$ cat src/rtl/timer_counter_if.sv
// CPU bridge side of the timer: word offset, write strobe/data, read mux data and interrupt.
interface timer_counter_if;
  logic [2:0]  ADDR;
  logic        WE;
  logic [31:0] WD;
  logic [31:0] RD;
  logic        IRQ;

  modport master (output ADDR, WE, WD, input RD, IRQ);
  modport slave  (input ADDR, WE, WD, output RD, IRQ);
endinterface

$ cat src/rtl/timer_counter.sv
// Down-counting bus timer with one-shot (sticky IRQ) and auto-reload (1-cycle IRQ) modes.
// Optional prescaler selected by defining TIMER_PRESCALE_EN (PRESCALE_DIV cycles per decrement).
module timer_counter #(
  parameter int PRESCALE_DIV = 4
) (
  input  logic           clk,
  input  logic           reset,
  timer_counter_if.slave bus
);
  typedef enum logic [1:0] {S_IDLE, S_LOAD, S_CNT, S_INT} state_t;

  state_t      r_state;
  logic [3:0]  r_ctrl;
  logic [31:0] r_preset;
  logic [31:0] r_count;
  logic        r_irq_pend;

  logic        w_en;
  logic [1:0]  w_mode;
  logic        w_im;
  logic        w_wr_ctrl;
  logic        w_wr_preset;
  logic        w_tick;

  assign w_en        = r_ctrl[0];
  assign w_mode      = r_ctrl[2:1];
  assign w_im        = r_ctrl[3];
  assign w_wr_ctrl   = bus.WE && (bus.ADDR == 3'b000);
  assign w_wr_preset = bus.WE && (bus.ADDR == 3'b001);

`ifdef TIMER_PRESCALE_EN
  localparam int PSC_W = (PRESCALE_DIV > 1) ? $clog2(PRESCALE_DIV) : 1;
  logic [PSC_W-1:0] r_psc;

  assign w_tick = (r_psc == PSC_W'(PRESCALE_DIV - 1));

  // Prescaler only advances while counting so every count period starts aligned.
  always_ff @(posedge clk or negedge reset) begin
    if (!reset)                r_psc <= '0;
    else if (r_state != S_CNT) r_psc <= '0;
    else if (w_tick)           r_psc <= '0;
    else                       r_psc <= r_psc + 1'b1;
  end
`else
  logic [31:0] w_unused_div;
  assign w_unused_div = 32'(PRESCALE_DIV);
  assign w_tick       = 1'b1;
`endif

  always_ff @(posedge clk or negedge reset) begin
    if (!reset) begin
      r_state    <= S_IDLE;
      r_ctrl     <= '0;
      r_preset   <= '0;
      r_count    <= '0;
      r_irq_pend <= 1'b0;
    end else begin
      case (r_state)
        S_IDLE: if (w_en) r_state <= S_LOAD;
        S_LOAD: begin
          r_count <= r_preset;
          r_state <= S_CNT;
        end
        S_CNT: begin
          if (!w_en) begin
            r_state <= S_IDLE;
          end else if (w_tick) begin
            // Treat 0 like 1 so PRESET=0 still expires and COUNT never wraps.
            if (r_count <= 32'd1) begin
              r_count <= '0;
              r_state <= S_INT;
            end else begin
              r_count <= r_count - 32'd1;
            end
          end
        end
        S_INT: begin
          if (w_mode == 2'b01) begin
            r_state <= S_LOAD;
          end else begin
            r_ctrl[0]  <= 1'b0;
            r_irq_pend <= 1'b1;
            r_state    <= S_IDLE;
          end
        end
        default: r_state <= S_IDLE;
      endcase

      // CPU writes come last so they win over same-edge FSM updates.
      if (w_wr_ctrl)                 r_ctrl     <= bus.WD[3:0];
      if (w_wr_preset)               r_preset   <= bus.WD;
      if (w_wr_ctrl || w_wr_preset)  r_irq_pend <= 1'b0;
    end
  end

  always_comb begin
    bus.RD = '0;
    case (bus.ADDR)
      3'b000:  bus.RD = {28'd0, r_ctrl};
      3'b001:  bus.RD = r_preset;
      3'b010:  bus.RD = r_count;
      default: bus.RD = '0;
    endcase
  end

  assign bus.IRQ = w_im & (r_irq_pend | ((r_state == S_INT) && (w_mode == 2'b01)));
endmodule
$ cat src/flat_wrapper.sv
// flat-port wrapper written by rule: the top's interface ports become plain ports
module timer_counter_flat 
#(
  parameter int PRESCALE_DIV = 4
)
  (clk, reset, bus_ADDR, bus_WE, bus_WD, bus_RD, bus_IRQ);
  timer_counter_if bus_i ();
  input  logic clk;
  input  logic reset;
  input wire logic [$bits(bus_i.ADDR)-1:0] bus_ADDR;
  input wire logic [$bits(bus_i.WE)-1:0] bus_WE;
  input wire logic [$bits(bus_i.WD)-1:0] bus_WD;
  output wire logic [$bits(bus_i.RD)-1:0] bus_RD;
  output wire logic [$bits(bus_i.IRQ)-1:0] bus_IRQ;
  assign bus_i.ADDR = bus_ADDR;
  assign bus_i.WE = bus_WE;
  assign bus_i.WD = bus_WD;
  assign bus_RD = bus_i.RD;
  assign bus_IRQ = bus_i.IRQ;
  timer_counter #(.PRESCALE_DIV(PRESCALE_DIV)) u_core (.clk(clk), .reset(reset), .bus(bus_i));
endmodule
$ cat config.mk
export PLATFORM = sky130hd
export DESIGN_NAME = timer_counter_flat
export DESIGN_NICKNAME = d
export VERILOG_FILES = /design/src/rtl/timer_counter_if.sv /design/src/rtl/timer_counter.sv /design/src/flat_wrapper.sv
export SDC_FILE = /design/constraint.sdc
export NUM_CORES = 1
export LEC_CHECK = 0
export ABC_AREA = 1
export CAP_MARGIN = 15
export CORE_MARGIN = 2
export CORE_UTILIZATION = 43
export DETAILED_ROUTE_END_ITERATION = 10
export DONT_BUFFER_PORTS = 1
export GPL_ROUTABILITY_DRIVEN = 0
export SLEW_MARGIN = 20
export SYNTH_ARGS = -nofsm -noshare
export SYNTH_HDL_FRONTEND = slang
export SYNTH_SLANG_ARGS = --single-unit
$ cat constraint.sdc
create_clock -name clk -period 4.3 [get_ports clk]
set_input_delay 0.215 -clock clk [delete_from_list [all_inputs] [get_ports clk]]
set_output_delay 0.215 -clock clk [all_outputs]
set_load 0.05 [all_outputs]
==> results.tsv, run 1 <==
stage	metric	value	unit
run_status	status	finished clean	
layout	Final #Nets	658	
grt	GR Util All Layers	0.2184	
layout	diode count	0	
floorplan	die extent in x	105.7	µm
layout	Design Area, Final	5062	µm²
timing	setup_tns	0	ns
worst_hold_path	HP Class	in -> reg	
place	I/O Buffers	0	
detailed_routing	# DRC	0	
yosys	post-synthesis cell type count	33	
setup_path	Worst setup startpoint	u_core.r_state[0]	
clock_tree	Clock Sinks	71	
yosys	Seq/Total Area, Yosys	0.3997	
place	HPWL after DPL	8101	µm
layout	area delta synth->final	13.88	%
clock_tree	Post CTS Setup Buffer Count	0	
clock_tree	PostCTS Resize Cnt	0	
clock_tree	TritonCTS clock tree	done	
timing	maximum clock frequency	379.3	MHz
timing	Slew Limit Headroom	0.2657	
layout	fillers	1070	
timing	actual slew at the worst max-slew pin	1.097	ns
grt	antenna violations before repair	0	
setup_path	Worst setup EP type	register	
clock_tree	Num CTS Buffers	9	
pwr	pwr/cell area	650.3	nW/µm²
timing	Final Hold Fails	0	
floorplan	FP Rows	37	
setup_path	WP data arrival	2.88	ns
worst_hold_path	Hold Crit Start	bus_WD[11]	
timing	RSZ-0062 raised after global routing	no	
detailed_routing	post-route ant nets	0	
timing	Max Slew Vio Count	0	
timing	Hold Slack	0.01146	ns
floorplan	Ports	71	
setup_path	crit start category	register	
clock_tree	Max Root-Sink Buffers	2	
grt	largest net degree at the start of global routing	72	
setup_path	reg2reg end	u_core.r_count[11]	
setup_path	Crit Path Class	reg -> reg	
layout	layout cells sized above 1	0.1461	
floorplan	initial core utilization	0.4365	
timing	final worst slack	1.664	ns
timing	final setup fails	0	
grt	first-pass GRT wire length	19250	µm
yosys	Mapped Nets	634	
job	max-cap viol count	0	
layout	register area	1777	µm²
worst_hold_path	worst hold stages	1	
pwr	VDD IR-drop max	0.0002191	V
yosys	Netlist Area Pre-Place	4446	µm²
yosys	Avg Cell Area, Syn	7.484	µm²
detailed_routing	drt pass-1 iters	4	
detailed_routing	Routed wire per std cell	15.37	µm
pwr	LEAKAGE	0.002309	µW
setup_path	Worst R2R Setup Slack	1.66	ns
grt	vias in the first global route	3787	
yosys	Cells after Synth	594	
setup_path	Setup crit end	u_core.r_count[11]	
detailed_routing	vias per cell	5.129	
setup_path	critical-path maximum fanout	31	
place	area after detailed placement	4543	µm²
place	dpl ws	1.670	ns
timing	final worst path period share	0.6130	
detailed_routing	Via Count	3893	
yosys	number of synthesized register bits	71	
clock_tree	CTS Hold Buffers Added	29	
setup_path	Critical Path RT	4.54	ns
clock_tree	CTS H-Tree Depth	3	
yosys	yosys warns	0	
setup_path	R2R depth	6	
detailed_routing	Total Wirelength	11670	µm
clock_tree	worst skew pair latency	0.36	ns
layout	area of the multi-input gates	2318	µm²
floorplan	Core Area	10180	µm²
grt	global route overflow	0	
floorplan	chip height	105.7	µm
setup_path	worst r2r src	u_core.r_state[0]	
floorplan	die area	11170	µm²
timing	post-layout min period	2.636	ns
detailed_routing	DR iter-0 viols	202	
clock_tree	CTS Root Cell	clkbuf_8	
timing	clock skew	0.006777	ns
clock_tree	clock slew at reported path FFs	0.08	ns
==> power breakdown <==
group	leakage, µW	total, µW	internal [µW]	switching [µW]
logic	0.00135	1500	486	1010
clock network	0.000109	590	322	267
registers	0.000845	1200	917	285
total	0.00231	3290	1730	1570
==> critical path, stage by stage, from the launching register on <==
cell and delay [ns]:
dfrtp_1 0.32, buf_4 0.34, inv_1 0.17, o21ai_2 0.78, inv_2 0.50, a21oi_1 0.32, a21oi_2 0.08
==> per-layer routing <==
metal	vias up	wire, µm	track usage
li1	1957	-	-
met1	1828	5547	0.3056
met2	97	5315	0.3447
met3	11	655	0.04391
met4	0	149	0.06015
met5	-	0	0
==> layout by cell type (no fill, tap or decap), types with 3 or more instances in the layout <==
cell,count
mux2_2,23
buf_4,5
nor2_1,105
nor2_2,5
o21ai_1,23
dlygate4sd3_1,28
clkbuf_8,9
nand4_1,7
o21ai_0,20
o22ai_1,5
nand2_2,10
inv_1,59
clkinv_2,4
nand3_1,16
xor2_1,16
o211ai_1,4
a21oi_1,40
a21oi_2,19
dfrtp_1,71
nand2_4,3
nand2_1,130
==> synthesized netlist by cell type, drive strengths merged <==
cell type | count | area share
clkbuf | 10 | 0.0084
inv | 62 | 0.054
nor3 | 3 | 0.0059
dfrtp | 71 | 0.40
nor2 | 113 | 0.11
nand4 | 7 | 0.0099
and2 | 2 | 0.0028
nand3b | 1 | 0.0017
xor2 | 16 | 0.032
nand2 | 143 | 0.13
buf | 11 | 0.017
o21ai | 44 | 0.050
a22oi | 1 | 0.0017
ha | 2 | 0.0056
mux2 | 23 | 0.058
o22ai | 5 | 0.0070
a21boi | 1 | 0.0017
nand3 | 16 | 0.018
a21oi | 59 | 0.082
o211ai | 4 | 0.0068
==> layout make-up <==
type,count,share of cell area
Tap cell,136,0.03361
Sequential cell,71,0.3510
Timing Repair Buffer,34,0.06822
Clock inverter,7,0.01730
Inverter,62,0.04745
Multi-Input combinational cell,440,0.4580
Clock buffer,9,0.02447
==> flip-flops by register name (all words and copies together), names as in the netlist <==
register and count:
u_core.r_ctrl 4, u_core.r_irq_pend 1, u_core.r_count 32, u_core.r_state 2
u_core.r_preset 32
==> logic make-up (layout without fill, tap and decap cells) <==
family                     after synthesis  after routing  share of synthesized area
DFF                                     71             71                     0.3997
buffers and inverters                   83            112                    0.07993
muxes                                   23             23                    0.05826
adders and majority gates                2              2                   0.005628
xor gates and xnor gates                16             16                    0.03152
AOI/OAI and AO/OA                      114            114                     0.1500
and+or+nand+nor                        285            285                     0.2750
==> through the flow <==
stage | instances | util | total power (µW)
global placement | 714 | 0.4461 | 2630
CTS | 759 | 0.4971 | 3307
global route | 759 | 0.4971 | 3571
detailed placement | 714 | 0.4461 | 2672
floorplan | 594 | - | 2363
finish | 759 | 0.4971 | 3292
==> how the worst min path moves through the flow <==
stage / end / slack [ns]
2_1_floorplan: u_core.r_count[0] / -0.08
3_3_place_gp: u_core.r_preset[9] / -0.08
3_5_place_dp: u_core.r_count[6] / -0.08
4_1_cts: u_core.r_preset[25] / 0.002
5_1_grt: u_core.r_preset[11] / 0.004
6_report: u_core.r_preset[11] / 0.01
(Power assumes the default switching activity.)
==> run 2, diff against run 1 <==
- clock period: 4.3 -> 2.25 ns (I/O delays scaled with it)
==> run 2 against run 1 <==
Non-clock buffer count grew 42. Utilization is 3.5 points higher. Clock skew up 0.0040 ns. Clock-buffer cell count rose by 1. Routed wire length is 1.4% higher. Setup slack got worse by 1.3 ns. Sequential power increased by 96%. Largest cell class unchanged. Power grew 98%. Cell count grew 5.5%. Die area stayed put. Hold slack improved by 0.085 ns. Sequential share of layout area decreased by 2.3 points.
==> results.tsv, run 2 (synthesized netlist as in run 1, its figures left out) <==
stage	metric	value	unit
run_status	status	finished clean	
detailed_routing	post-route ant nets	0	
detailed_routing	drt pass-1 iters	5	
grt	vias in the first global route	4148	
timing	final worst path period share	0.8386	
layout	fillers	1013	
setup_path	slowest stage cell on the critical path	dfrtp_1	
setup_path	crit start category	register	
floorplan	FP Rows	37	
layout	diode count	0	
clock_tree	clock slew at reported path FFs	0.09	ns
setup_path	crit-path cells	inv_1, ha_1, nand3_1, nor3_4, nand3_1, nand2_1, nor2_1, nor2_1, nor2_1	
setup_path	Worst setup startpoint	u_core.r_count[0]	
setup_path	Critical Path RT	2.50	ns
layout	area of the multi-input gates	2318	µm²
layout	register area	1777	µm²
layout	area delta synth->final	21.78	%
setup_path	Worst setup EP type	register	
setup_path	worst r2r src	u_core.r_count[0]	
detailed_routing	Routed wire per std cell	14.77	µm
floorplan	chip height	105.7	µm
timing	maximum clock frequency	530.0	MHz
timing	Final Hold Fails	0	
layout	Final #Nets	700	
clock_tree	CTS Root Cell	clkbuf_8	
floorplan	Core Area	10180	µm²
job	max-cap viol count	0	
timing	post-layout min period	1.887	ns
grt	antenna violations before repair	0	
pwr	total power	6510	µW
pwr	pwr/cell area	1202	nW/µm²
timing	Max Slew Vio Count	0	
clock_tree	Num CTS Buffers	9	
timing	clock skew	0.01081	ns
layout	Final Core Density	0.5316	
worst_hold_path	Hold Crit Start	bus_WE	
clock_tree	TritonCTS clock tree	done	
clock_tree	worst skew pair latency	0.36	ns
floorplan	die extent in x	105.7	µm
clock_tree	Clock Sinks	71	
floorplan	initial core utilization	0.4365	
timing	RSZ-0062 raised after global routing	no	
floorplan	Ports	71	
clock_tree	PostCTS Resize Cnt	0	
clock_tree	Post CTS Setup Buffer Count	0	
detailed_routing	Via Count	4094	
detailed_routing	vias per cell	5.111	
pwr	VDD IR-drop max	0.0005205	V
pwr	LEAKAGE	0.002525	µW
setup_path	critical-path maximum fanout	6	
timing	setup_tns	0	ns
timing	final setup fails	0	
layout	Design Area, Final	5414	µm²
detailed_routing	Total Wirelength	11830	µm
setup_path	Crit Path Class	reg -> reg	
grt	first-pass GRT wire length	19970	µm
layout	most common cell after layout, fill and taps aside	nand2_1	
detailed_routing	# DRC	0	
place	area after detailed placement	4806	µm²
place	HPWL after DPL	8388	µm
grt	largest net degree at the start of global routing	72	
place	I/O Buffers	0	
grt	GR Util All Layers	0.2230	
worst_hold_path	HP Class	in -> reg	
setup_path	CP dominant cell by count	nor2_1	
floorplan	die area	11170	µm²
clock_tree	Max Root-Sink Buffers	2	
layout	Top Registers	u_core.r_count x32, u_core.r_preset x32, u_core.r_ctrl x4	
timing	Slew Limit Headroom	0.5717	
setup_path	WP data arrival	2.13	ns
layout	layout cells sized above 1	0.1895	
layout	most frequent cells in the layout	nand2_1 (130), nor2_1 (105), dfrtp_1 (71), inv_1 (59)	
setup_path	max incr delay on CP	0.42	ns
grt	global route overflow	0	
clock_tree	CTS H-Tree Depth	3	
detailed_routing	DR iter-0 viols	241	
timing	actual slew at the worst max-slew pin	0.6376	ns
==> run 2: cell types whose count changed in the layout (fill, tap and decap cells not counted) <==
cell and delta:
buf_4 +35, dlygate4sd3_1 +7, inv_6 +1, clkinvlp_4 +1
clkinv_2 -4, clkbuf_8 +1, clkinv_4 +1
==> run 2: area by class of cell <==
class	count	share of cell area
flip-flops and latches	71	0.3282
inverters	62	0.04437
multi-input cells	440	0.4282
repair buffers	76	0.1253
well taps	136	0.03143
clock buffers	10	0.02542
clock inverters	6	0.01710
==> run 2: path summary, 6_finish.rpt <==
path	end	slack, ns	cells after the start
setup / recovery	u_core.r_count[18]	0.36	9
hold / removal	u_core.r_ctrl[1]	0.1	2
setup reg to reg	u_core.r_count[18]	0.36	9
hold reg to reg	u_core.r_preset[0]	0.52	2
max in group asynchronous	u_core.r_count[16]	1.64	2
min in group asynchronous	u_core.r_preset[6]	0.31	2
==> run 2: metrics by stage <==
step | instances | hold WS, ns | worst slack (ns)
after CTS | 801 | 0.07488 | 0.3705
after global placement | 749 | -0.1807 | 0.4320
final | 801 | 0.09644 | 0.3631
after detailed placement | 749 | -0.1801 | 0.4019
after floorplan | 594 | -0.1831 | 0.4818
after global routing | 801 | 0.1174 | 0.1666
==> run 2: what timing repair did <==
item | 4_1_cts | 5_1_grt
hold endpoints to repair | 108 | 0
setup endpoints to repair | 0 | 0
hold buffers | 36 | 0
==> run 2: power by group <==
part / switching (µW) / total, µW / internal (µW)
Sequential: 594 / 2350 / 1750
Clock: 533 / 1190 / 660
Combinational: 1930 / 2970 / 1040
Total: 3060 / 6510 / 3450
==> run 2: layer usage <==
layer  track usage  part of all wire  vias to the layer above
li1              -                 -                     2043
met1        0.3046              0.47                     1931
met2        0.3691              0.48                      106
met3       0.03401             0.044                       14
met4       0.06109             0.013                        0
met5             0                 0                        -
==> run 2: critical path: cells and delay by family, from the launching register on <==
kind	cells	cell delay [ns]
flops	1	0.42
simple gates	7	0.96
fa+ha+maj	1	0.27
buf+inv	1	0.13
